<file path="src/rtl/cmd_executor.sv">
// cmd_executor: decodes collected W/R commands into register-file accesses and a one-byte UART response.
module cmd_executor #(
  parameter int          ADDR_W = 4,
  parameter logic [7:0]  CMD_WR = 8'h57,
  parameter logic [7:0]  CMD_RD = 8'h52
) (
  input  logic              clk,
  input  logic              rst,
  input  logic              cmd_ready,
  input  logic [7:0]        cmd,
  input  logic [7:0]        addr,
  input  logic [7:0]        data,
  output logic              reg_we,
  output logic [ADDR_W-1:0] reg_addr,
  output logic [7:0]        reg_wdata,
  input  logic [7:0]        reg_rdata,
  output logic              tx_start,
  output logic [7:0]        tx_data,
  input  logic              tx_busy,
  output logic              busy,
  output logic [7:0]        cmd_count,
  output logic [7:0]        err_count,
  output logic [7:0]        drop_count
);
  typedef enum logic [2:0] {IDLE, DECODE, RD_WAIT, TX_SEND, TX_HOLD} state_t;
  state_t     state;
  logic [7:0] cmd_q, resp, tx_last;
  logic       addr_ok;
  logic       is_wr, is_rd;
  assign is_wr    = addr_ok && cmd_q == CMD_WR;
  assign is_rd    = addr_ok && cmd_q == CMD_RD;
  assign reg_we   = state == DECODE && is_wr;
  assign tx_start = state == TX_SEND && !tx_busy;
  assign busy     = state != IDLE;
  // tx_data shows the new response only while it is being sent, else the previous one
  assign tx_data  = tx_start ? resp : tx_last;
  always_ff @(posedge clk) begin
    if (rst) begin
      state      <= IDLE;
      cmd_q      <= '0;
      addr_ok    <= 1'b0;
      reg_addr   <= '0;
      reg_wdata  <= '0;
      resp       <= '0;
      tx_last    <= '0;
      cmd_count  <= '0;
      err_count  <= '0;
      drop_count <= '0;
    end else begin
      if (cmd_ready && state != IDLE && drop_count != 8'hFF) drop_count <= drop_count + 8'd1;
      case (state)
        IDLE: if (cmd_ready) begin
          cmd_q     <= cmd;
          addr_ok   <= (addr >> ADDR_W) == 8'd0;
          reg_addr  <= addr[ADDR_W-1:0];
          reg_wdata <= data;
          cmd_count <= cmd_count + 8'd1;
          state     <= DECODE;
        end
        DECODE: begin
          resp      <= is_wr ? 8'h4B : 8'h45;
          err_count <= (is_wr || is_rd || err_count == 8'hFF) ? err_count : err_count + 8'd1;
          state     <= is_rd ? RD_WAIT : TX_SEND;
        end
        RD_WAIT: begin
          resp  <= reg_rdata;
          state <= TX_SEND;
        end
        TX_SEND: if (!tx_busy) begin
          tx_last <= resp;
          state   <= TX_HOLD;
        end
        default: state <= IDLE;
      endcase
    end
  end
endmodule

</file>
<file path="config.mk">
export PLATFORM = sky130hd
export DESIGN_NAME = cmd_executor
export DESIGN_NICKNAME = d
export VERILOG_FILES = /design/src/rtl/cmd_executor.sv
export SDC_FILE = /design/constraint.sdc
export NUM_CORES = 1
export LEC_CHECK = 0
export ABC_AREA = 1
export CORE_MARGIN = 5
export CORE_UTILIZATION = 43
export CTS_BUF_LIST = sky130_fd_sc_hd__clkbuf_4 sky130_fd_sc_hd__clkbuf_8 sky130_fd_sc_hd__clkbuf_16
export DETAILED_ROUTE_END_ITERATION = 10
export GPL_TIMING_DRIVEN = 0
export PLACE_DENSITY = 0.85
export SKIP_CTS_REPAIR_TIMING = 1
export SLEW_MARGIN = 10
export SYNTH_ARGS = -nofsm -noshare
export SYNTH_HDL_FRONTEND = slang
export SYNTH_SLANG_ARGS = --single-unit
</file>
<file path="constraint.sdc">
create_clock -name clk -period 1.35 [get_ports clk]
set_input_delay 0.27 -clock clk [delete_from_list [all_inputs] [get_ports clk]]
set_output_delay 0.27 -clock clk [all_outputs]
set_load 0.02 [all_outputs]
</file>
# ---- Word-level counts from Yosys, hierarchy flattened
# Index checks and enable logic that the tools add are counted.
dict set report classes {
  n_addsub 3
  eq_ne 9
  reduce_logical 17
  bitwise_logic 2
  muxes 7
}
# op n
set op_table {}
lappend op_table {{$add A8 B1 Y8 const B} 3}
lappend op_table {{$eq A8 B7 Y1 const B} 2}
lappend op_table {{$pmux W8 S2} 1}
lappend op_table {{$pmux W3 S4} 1}
lappend op_table {{$eq A8 B8 Y1 const B} 1}
lappend op_table {{$logic_not A8 Y1} 1}
lappend op_table {{$mux W8} 1}
lappend op_table {{$ne A8 B8 Y1 const B} 1}
lappend op_table {{$reduce_and A2 Y1} 4}
lappend op_table {{$eq A3 B2 Y1 const B} 2}
lappend op_table {{$logic_and A1 B1 Y1} 6}
lappend op_table {{$mux W3} 2}
lappend op_table {{$mux W4} 1}
lappend op_table {{$ne A2 B2 Y1 const B} 2}
lappend op_table {{$eq A3 B1 Y1 const B} 1}
lappend op_table {{$logic_not A3 Y1} 1}
lappend op_table {{$reduce_bool A3 Y1} 1}
lappend op_table {{$logic_or A1 B1 Y1} 2}
lappend op_table {{$not A1 Y1} 2}
lappend op_table {{$reduce_bool A2 Y1} 1}
lappend op_table {{$logic_not A1 Y1} 1}
lappend op_table {{$mux W1} 1}
dict set report word_totals {
  inputBits 36
  wordCells 48
  ff_bits 64
  out_inout_bits 47
}

# ---- Logic depth before layout (Yosys ltp)
dict set report logic_depth {
  depth_word 6
  ltp_mapped 9
  mapped_depth_nobuf 9
}

# ---- Worst setup path before layout
# OpenSTA, ideal clock, no wires.
dict set report synth_path {
  path_kind {reg-to-reg}
  startpoint {register err_count[0]}
  endpoint {register err_count[5]}
  stages_incl_launch_ff 10
  t_required_ps 1218
  n_path_buf 0
  synth_period_minus_slack_ps 1587
  path_slack_ps -237
  setup_time_ps 132
  arrival_time_ps 1455
  cell_sequence {dfxtp_1 -> ha_1 -> nand2_1 -> inv_1 -> nand2_1 -> nor2_1 -> nor2_2 -> nand2_1 -> nand2_1 -> a21oi_1}
}
dict set report synth_between {
  elab_chain_cells 4
  elab_cells_between_ends 5
  classes_between {add/sub: 1; eq/ne: 1; bitwise: 1; reduce/logical: 2}
}
# element line
set synth_lines {}
lappend synth_lines {{start: declaration} 22} ;# output logic [7:0] err_count,
lappend synth_lines {{start signal: assignment} 62} ;# err_count <= (is_wr || is_rd || err_count == 8'hFF) ? err_count : err_count + 8'd1;
lappend synth_lines {{parallel branches: the longest is 4 deep, another holds $add A8 B1 Y8} n/a}
# Several ways; the timed one is not identified.
# A chain may end at the register's enable or synchronous reset.

# ---- Worst setup path after layout
dict set report layout_path {
  startpoint {register state[1]}
  endpoint {output tx_data[4]}
}
dict set report layout_between {
  elab_chain_cells 3
}
# element line
set layout_lines {}
lappend layout_lines {{start: declaration} 26} ;# state_t state;
lappend layout_lines {{start signal: assignment} 63} ;# state <= is_rd ? RD_WAIT : TX_SEND;
lappend layout_lines {{$eq A3 B2 Y1} 33} ;# assign tx_start = state == TX_SEND && !tx_busy;
lappend layout_lines {{$logic_and A1 B1 Y1} 33}
lappend layout_lines {{$mux W8} 36} ;# assign tx_data = tx_start ? resp : tx_last;
lappend layout_lines {{end: declaration} 18} ;# output logic [7:0] tx_data,
# No other way between the ends.

==> impl_metrics.csv <==
group,metric,value,unit
floorplanning,die_width,92.4,um
sta,tightest_slew,0.708,ns
yosys,yosysWarningCount,0,
drt,dr_total_vias,3027,
finish,final_layout_size_suffix_gt1_frac,0.309,
yosys,synth_compound_area_frac,0.158,
placement,numPortBuffers,82,
finish,post-route-util,0.689,
clocking,cts_tree,"done",
critical_path,crit_top_cell,"buf_4",
critical_path,r2r_setup_slack,-0.18,ns
drt,drc,0,
yosys,synth_cell_type_count,38,
placement,gp_congestion,0.841,
yosys,synth_edf_count,0,
floorplanning,num_rows,30,
yosys,ys_seq_area_frac,0.439,
floorplanning,initial_core_util,0.435,
placement,dp_slack,-1.10,ns
pwr,internal_power,3.44,mW
pwr,power_leakage,2.39,nW
global_route,grt_overflow,0,
global_route,grt_pass1_wl,12.3,mm
critical_path,critPathKind,"reg2out",
critical_path,slowest_delay,0.37,ns
worst_hold_path,min_path_type,"in2reg",
yosys,netlist_area,2920,sq um
pwr,pwr-share-seq,0.436,
pwr,combinationalPowerShare,0.230,
global_route,antenna_found_initial,0,
sta,fin_ws,-0.646,ns
floorplanning,fp.dieArea,8540,sq um
critical_path,crit_family,"simple AND/OR/NAND/NOR gates",
critical_path,startpoint_type,"flip-flop",
critical_path,cp_max_fo,7,
critical_path,crit_arrival,1.73,ns
job,maxCapViolCount,0,
global_route,grt_max_degree,11,
sta,whs,0.420,ns
sta,max_freq,501,MHz
drt,routed_wl,8.62,mm
finish,fin_nets,548,
yosys,synthFlopType,"dfxtp_1",
critical_path,r2r-start,"state[0]$_SDFFE_PP0P_",
critical_path,crit_slowest_cell,"dfxtp_2",
sta,finalCriticalPeriod,2.00,ns
worst_hold_path,hold_end,"drop_count[0]$_SDFFE_PP0P_",
pwr,ir_worst_vdd,0.000678,V
finish,synthToLayoutAreaGrowth,58.4,%
sta,hold_viol_final,0,
placement,dp_hpwl,5.41,mm
sta,slew_viol_final,0,
floorplanning,coreArea,6720,sq um
finish,layoutNonFillerInstCount,594,
clocking,clock-sinks,64,
clocking,htreeDepth,3,
critical_path,path_cells,"inv_4 -> nor3_4 -> nand2_2 -> nand3_4 -> buf_4 -> nand2_1 -> o21ai_4 -> inv_2 -> buf_4",
sta,fin_worst_skew,0.00843,ns
yosys,synth_top_family_by_area,"simple AND/OR/NAND/NOR gates",
pwr,p_clk_frac,0.334,
sta,setup_tns,-7.50,ns
drt,first_iter_violations,125,
sta,min_period_over_period,1.48,
finish,antennaDiodeCount,0,
yosys,synth.area.mux_share,0,
yosys,syn_inst,391,
yosys,synthSimpleGateAreaFrac,0.291,
yosys,ys_ff_latch,64,
drt,firstDrtPassIters,4,
placement,post-place-cells,553,
floorplanning,io_pins,83,
sta,rsz0062_at_grt,"yes",
drt,vias_per_cell,5.10,
yosys,synth_fa_ha_area_frac,0.0129,
yosys,syn_nets,430,
critical_path,rr_endpoint,"resp[2]$_SDFFE_PP0P_",
pwr,p_per_area,1060,nW/um^2
pwr,total_power,4.88,mW
clocking,cts_made_buffers,9,
status,status,"finished, violations left",
drt,antenna_left,0,
yosys,synth.avg_cell_area,7.47,sq um
pwr,swShare,0.296,
status,failed_checks,"negative setup slack",
clocking,clock_latency,0.34,ns
yosys,yosys-top-cells-area,"dfxtp_1 44%, nand2_1 13%, a21oi_1 7.5%",
clocking,clockBufferDepth,2,
floorplanning,die_h,92.4,um
sta,relSlewSlack,0.528,
yosys,async_flop_share,0,
critical_path,rr_worst_depth,8,
pwr,p_sw,1.44,mW
global_route,grt.total_usage,0.180,
worst_hold_path,hp-start,"cmd_ready",
yosys,synthXorXnorAreaFrac,0.0120,
critical_path,path_buf_inv,4,
critical_path,cp.required,1.08,ns
clocking,ctsRootBufferMaster,"clkbuf_8",
placement,dpl_cell_area,3870,sq um
critical_path,end_kind,"output port",
global_route,grt_pass1_vias,2692,
yosys,yosys.area.top_type,"dfxtp_1",
drt,wire_per_inst,14.5,um
sta,setup_violations,34,
finish,final_cell_area,4630,sq um
worst_hold_path,min_path_cells,3,
clocking,cts.reportedPaths.clkPinSlew,0.07,ns
yosys,yosysTopAreaCellShare,0.439,
[power by group through the flow]
stage / sequential, mW / clock (mW) / combinational, mW
after CTS: 2.11 / 1.67 / 0.928
after global routing: 2.15 / 1.78 / 1.23
after floorplan: 2.20 / 0 / 0.482
after global placement: 2.15 / 0 / 0.897
final: 2.13 / 1.63 / 1.12
after detailed placement: 2.15 / 0 / 0.920
[layout by cell type, fill, tap and decap left out, types with 3 or more instances in the layout]
master / instances
inv_2: 10
nor3_1: 4
nor2_4: 6
nand2_4: 4
dfxtp_1: 55
clkbuf_8: 11
nand3_2: 12
clkdlybuf4s50_1: 34
o21ai_0: 15
nand2_1: 91
a21oi_2: 6
a21oi_1: 39
buf_2: 5
nor2_1: 22
dlymetal6s2s_1: 33
dfxtp_4: 6
inv_1: 33
buf_6: 10
a31oi_1: 3
nand2_2: 9
nand3b_1: 4
nor2_2: 9
buf_4: 21
inv_4: 3
o21ai_4: 8
nand4_1: 3
clkbuf_2: 12
nand3_4: 4
a21oi_4: 3
dfxtp_2: 3
nand3_1: 10
[sequential cells by signal (all words and copies together) (netlist names)]
| signal | flops |
|---|---|
| cmd_count | 8 |
| resp | 8 |
| reg_wdata | 8 |
| reg_addr | 4 |
| state | 3 |
| err_count | 8 |
| tx_last | 8 |
| drop_count | 8 |
| addr_ok | 1 |
| cmd_q | 8 |
[synth_stat cells (3+ instances only)]
library cell	count
o21ai_0	15
nand2_2	4
ha_1	3
inv_1	44
a21oi_1	44
o21ai_2	8
nor2_2	9
clkbuf_1	4
nand4_1	3
nand3_1	23
xnor2_1	3
nand3b_1	4
buf_2	4
nor3_1	4
dfxtp_1	64
a31oi_1	3
nor2_1	27
nand2_1	100
[how the worst max path moves through the flow]
stage,start,to,slack [ns],cells after the start
2_1_floorplan,state[1]$_SDFFE_PP0P_,tx_data[4],-0.08,7
3_3_place_gp,cmd_ready,tx_data[7],-1.06,8
3_5_place_dp,cmd_ready,tx_data[7],-1.10,8
4_1_cts,state[2]$_SDFFE_PP0P_,tx_data[7],-1.14,7
5_1_grt,state[1]$_SDFFE_PP0P_,tx_data[4],-0.73,9
6_report,state[1]$_SDFFE_PP0P_,tx_data[4],-0.65,9
[worst min-delay path, cell delays in order]
cell            delay [ns]
dlymetal6s2s_1        0.23
nand3_4               0.15
a21oi_1               0.07
[logic make-up (layout without fill, tap and decap cells)]
| logic type | Yosys count | after routing |
|---|---|---|
| simple gates | 183 | 183 |
| compound gates | 78 | 79 |
| flops | 64 | 64 |
| buf+inv | 59 | 181 |
| xor+xnor | 4 | 4 |
| fa+ha+maj | 3 | 3 |
[layout make-up]
cell class | instances | area [sq um]
well taps | 80 | 100
plain buffers | 12 | 87.6
multi-input cells | 269 | 1690
clock inverters | 2 | 10.0
inverters | 47 | 189
clock buffers | 14 | 191
flip-flops and latches | 64 | 1310
fillers | 492 | 2090
repair buffers | 106 | 1050
[layer usage]
layer | wire length, um | vias up | GRT usage
li1 | - | 1505 | -
met1 | 3340 | 1407 | 0.214
met2 | 4420 | 99 | 0.302
met3 | 653 | 16 | 0.0601
met4 | 201 | 0 | 0.0668
met5 | 0 | - | 0
Power figures use the tool's default switching activity.
